## src/rtl/sipo_receiver.sv

```systemverilog
// Serial-in/parallel-out deserializer: assembles WIDTH-bit words from a bit stream
// and presents them on a registered output with a valid/ack handshake.
module sipo_receiver #(
    parameter int unsigned WIDTH     = 4,
    parameter bit          MSB_FIRST = 1'b1
) (
    input  logic             clk,
    input  logic             reset,
    input  logic             din_valid,
    input  logic             din,
    input  logic             frame_start,
    input  logic             data_ack,
    output logic [WIDTH-1:0] data_out,
    output logic             data_valid,
    output logic             overrun,
    output logic             busy
);

    localparam int unsigned   CW   = (WIDTH > 2) ? $clog2(WIDTH) : 1;
    localparam logic [CW-1:0] LAST = CW'(WIDTH - 1);

    typedef enum logic {
        IDLE  = 1'b0,
        SHIFT = 1'b1
    } state_t;

    state_t           state;
    state_t           state_next;
    logic [CW-1:0]    cnt;
    logic [CW-1:0]    cnt_next;
    logic [WIDTH-1:0] sr;
    logic [WIDTH-1:0] sr_next;
    logic [WIDTH-1:0] shifted;
    logic [WIDTH-1:0] start_word;
    logic             complete;

    logic [WIDTH-1:0] data_out_next;
    logic             data_valid_next;
    logic             overrun_next;
    logic             busy_next;

    // Shift-in and fresh-word images for the configured bit order.
    assign shifted    = MSB_FIRST ? {sr[WIDTH-2:0], din} : {din, sr[WIDTH-1:1]};
    assign start_word = MSB_FIRST ? WIDTH'(din) : {din, {(WIDTH-1){1'b0}}};

    // State register: FSM state, bit counter and shift register.
    always_ff @(posedge clk) begin
        if (reset) begin
            state <= IDLE;
            cnt   <= '0;
            sr    <= '0;
        end else begin
            state <= state_next;
            cnt   <= cnt_next;
            sr    <= sr_next;
        end
    end

    // Next state: frame_start restarts the word with din as its first bit.
    always_comb begin
        state_next = state;
        cnt_next   = cnt;
        sr_next    = sr;
        complete   = 1'b0;
        if (din_valid) begin
            if (frame_start) begin
                sr_next    = start_word;
                cnt_next   = CW'(1);
                state_next = SHIFT;
            end else begin
                sr_next = shifted;
                if (cnt == LAST) begin
                    cnt_next   = '0;
                    complete   = 1'b1;
                    state_next = IDLE;
                end else begin
                    cnt_next   = cnt + CW'(1);
                    state_next = SHIFT;
                end
            end
        end
    end

    // Output next values: a completing word always loads; overrun only if unacked.
    always_comb begin
        data_out_next   = data_out;
        data_valid_next = data_valid;
        overrun_next    = overrun;
        busy_next       = (state_next == SHIFT);
        if (complete) begin
            data_out_next   = sr_next;
            data_valid_next = 1'b1;
            if (data_valid && !data_ack) begin
                overrun_next = 1'b1;
            end
        end else if (data_valid && data_ack) begin
            data_valid_next = 1'b0;
        end
    end

    // Registered outputs.
    always_ff @(posedge clk) begin
        if (reset) begin
            data_out   <= '0;
            data_valid <= 1'b0;
            overrun    <= 1'b0;
            busy       <= 1'b0;
        end else begin
            data_out   <= data_out_next;
            data_valid <= data_valid_next;
            overrun    <= overrun_next;
            busy       <= busy_next;
        end
    end

endmodule

```

## config.mk

```make
export PLATFORM = sky130hd
export DESIGN_NAME = sipo_receiver
export DESIGN_NICKNAME = d
export VERILOG_FILES = /design/src/rtl/sipo_receiver.sv
export SDC_FILE = /design/constraint.sdc
export NUM_CORES = 1
export LEC_CHECK = 0
export CELL_PAD_IN_SITES_DETAIL_PLACEMENT = 1
export CELL_PAD_IN_SITES_GLOBAL_PLACEMENT = 1
export CORE_AREA = 4 4 41 43
export DETAILED_ROUTE_END_ITERATION = 16
export DIE_AREA = 0 0 45 47
export DONT_BUFFER_PORTS = 1
export PLACE_DENSITY = 0.64
export SLEW_MARGIN = 20
export SYNTH_ARGS = -nofsm -noshare
export SYNTH_HDL_FRONTEND = slang
export SYNTH_SLANG_ARGS = --single-unit
```

## constraint.sdc

```tcl
create_clock -name clk -period 1.18 [get_ports clk]
set_input_delay 0.118 -clock clk [delete_from_list [all_inputs] [get_ports clk]]
set_output_delay 0.118 -clock clk [all_outputs]
set_load 0.1 [all_outputs]
```

==> impl_metrics.tcl, run 1 <==
set metrics [dict create \
    synth_edf_count 0 \
    cts_tree "built" \
    pre_cts_ws_ns -0.0351 \
    r2r_slack_ns 0.05 \
    drt-pass1-iter-count 5 \
    initial_utilization 0.398 \
    synth-seq-cells 12 \
    core_sq_mm 0.00130 \
    fin_nets 70 \
    syn_nets 57 \
    drc 0 \
    hold_violations 0 \
    rsz0062_at_grt "no" \
    switching_share 0.229 \
    tightest_slew_ns 0.340 \
    synth_area_leader_cell "dfxtp_1" \
    die_y_microns 47 \
    p_leak_nw 0.247 \
    grt_max_degree 13 \
    grt_antenna_before_repair 0 \
    rr_startpoint "cnt[0]" \
    gp_congestion 0.676 \
    maxCapViolCount 0 \
    final.fill_count 154 \
    cp_data_required_time_ns 1.37 \
    final_layout_size_suffix_gt1_frac 0.361 \
    synth_warnings 0 \
    fin_skew_ns 0.00147 \
    stdcell_area_sq_um 648 \
    num_vias 381 \
    worst_ir_drop_vdd_v 0.000450 \
    crit_arrival_ns 1.32 \
    synthToLayoutAreaGrowth_pct 25.1 \
    p_int_mw 0.565 \
    netlist.area_leader.share 0.464 \
    multiInputGateArea_sq_um 268 \
    clockBufferDepth 2 \
    worstSetupPathType "reg2reg" \
    post-route-util 0.498 \
    antenna_left 0 \
    synth_ff_type "dfxtp_1" \
    hp-class "in2reg" \
    worst-path-max-fanout 5 \
    setup_slack_ns 0.0511 \
    drv_slew 0 \
    dieWidth_microns 45 \
    p_comb_frac 0.093 \
    track_usage 0.121 \
    yosys.cell_types.count 15 \
    dp_hpwl_microns 753 \
    r2r_end "busy" \
    endpoint_kind "register" \
    finalSetupViolCount 0 \
    yosysMostFrequentCell "nand2b_1" \
    r2r_cells 4 \
    grt_pass1_vias 417 \
    power_density_mw_per_mm2 1130 \
    status "finished, final reports clean" \
    slew_headroom 0.773 \
    cts.reportedPaths.clkPinSlew_ns 0.07 \
    dieArea_sq_mm 0.00212 \
    clock_sinks 12 \
    clk-insertion-delay-late_ns 0.26 \
    io_pins 13 \
    avgViaCountPerCell 5.01 \
    holdPathEnd "sr[0]" \
    wire_per_inst_microns 14.0 \
    seq_area_sq_um 249 \
    synthArstFlopShare 0 \
    syn_avg_cell_area_sq_um 10.4 \
    rows 13 \
    globalRoute.totalOverflow 0 \
    post_dp_cell_area_sq_um 573 \
    pwr-share-seq 0.578 \
    yosys-top-cells-area "dfxtp_1 (46%), nand2b_1 (16%), mux2i_1 (9.7%), nand3b_1 (5.8%), a21oi_1 (3.9%)" \
    cts_buffers 3 \
    grt_pass1_wl_microns 1800 \
    htree_levels 1 \
    hp-start "din_valid" \
    clock_power_share 0.329 \
    portBuffers 0 \
    num_antenna_cells 0 \
    post-route-period-util 0.957 \
    drt_iter0_drc 4 \
    timing.setup.tns_ns 0 \
    wl_microns 1060 \
    max_freq_mhz 886 \
    seq_area_frac_synth 0.464 \
    hold_depth 2 \
    synthTopCellsByCount "nand2b_1 (13), dfxtp_1 (12), mux2i_1 (5), a21oi_1 (4), nand3b_1 (4)" \
    synth_cells 50 \
    start_kind "register" \
    synth.cell_area_sq_um 518 \
    cts_root_buf "clkbuf_4" \
    power_switching_mw 0.168 \
    final.min_clock_period_ns 1.13 \
]
[cell type report]
type | count | share of cell area
Multi-Input combinational cell | 35 | 0.413
Tap cell | 15 | 0.0290
Clock buffer | 3 | 0.0347
Sequential cell | 12 | 0.384
Timing Repair Buffer | 11 | 0.139
[state kept, by name, summed over array words and instances, names as in the netlist]
signal / cells
overrun: 1
cnt: 2
data_out: 4
sr: 3
data_valid: 1
busy: 1
[through the flow]
| step | power, mW | std cells | hold WS, ns |
|---|---|---|---|
| after floorplan | 0.486 | 50 | 0.265 |
| after global placement | 0.483 | 69 | 0.184 |
| after detailed placement | 0.485 | 69 | 0.186 |
| after CTS | 0.747 | 75 | 0.00294 |
| after global routing | 0.775 | 76 | 0.0107 |
| final | 0.733 | 76 | 0.00813 |
[cell families (layout without fill, tap and decap cells)]
group	after synthesis	in the layout	share of synthesized area
muxes	5	5	0.0966
and+or+nand+nor	22	22	0.273
AOI/OAI and AO/OA	7	7	0.0966
buffers and inverters	3	14	0.0459
adders and majority gates	1	1	0.0242
DFF	12	12	0.464
[worst max path at each step]
stage,from,endpoint,slack [ns],cells past startpoint
after floorplan,overrun,overrun,-0.05,2
after global placement,cnt[0],data_out[3],0.07,3
after detailed placement,cnt[0],data_out[0],-0.04,3
after CTS,cnt[0],data_out[0],0.03,3
after global routing,cnt[0],busy,0.009,4
final,cnt[0],busy,0.05,4
[routing by layer]
metal / global-route usage / up-vias / share of wire
li1: - / 190 / -
met1: 0.143 / 179 / 0.43
met2: 0.184 / 10 / 0.49
met3: 0.0383 / 2 / 0.070
met4: 0.0877 / 0 / 0.0056
met5: 0 / - / 0
[worst max-delay path, cell delays in order (launching register included)]
cell	delay, ns
dfxtp_2	0.35
ha_4	0.16
and3b_2	0.26
buf_4	0.15
nor3_2	0.14
[power by group through the flow]
stage | combinational (mW) | sequential, mW | clock [mW]
CTS | 0.0670 | 0.421 | 0.259
global placement | 0.0524 | 0.430 | 0
global route | 0.0730 | 0.426 | 0.277
floorplan | 0.0368 | 0.449 | 0
detailed placement | 0.0540 | 0.431 | 0
finish | 0.0680 | 0.424 | 0.241
[repair_timing]
action / CTS / global route
setup endpoints to repair: 4 / 4
buffers inserted: 0 / 1
hold buffers: 3 / 0
hold endpoints to repair: 8 / 0
gates resized for setup: 1 / 3
pin swaps: 0 / 1
[cells in the final DEF (no fill, tap or decap)]
| master | n |
|---|---|
| dfxtp_2 | 7 |
| a211oi_1 | 1 |
| nor2_1 | 3 |
| mux2i_1 | 5 |
| a21oi_1 | 4 |
| o21ba_1 | 1 |
| and3b_2 | 1 |
| ha_4 | 1 |
| o31ai_2 | 1 |
| dfxtp_1 | 5 |
| nand3b_1 | 4 |
| nand2b_1 | 13 |
| clkbuf_4 | 3 |
| buf_4 | 8 |
| nor3_2 | 1 |
| dlygate4sd3_1 | 3 |
No activity file was read; power rests on OpenSTA's default activity.
==> inputs of run 2 (changes only) <==
--- a/config.mk
+++ b/config.mk
@@ -8,6 +8,7 @@
 export CELL_PAD_IN_SITES_DETAIL_PLACEMENT = 1
 export CELL_PAD_IN_SITES_GLOBAL_PLACEMENT = 1
 export CORE_AREA = 4 4 41 43
+export CTS_BUF_LIST = sky130_fd_sc_hd__clkbuf_4
 export DETAILED_ROUTE_END_ITERATION = 16
 export DIE_AREA = 0 0 45 47
 export DONT_BUFFER_PORTS = 1
==> results of run 2 <==
The final DEF is identical to that of run 1; final timing and power are the same.
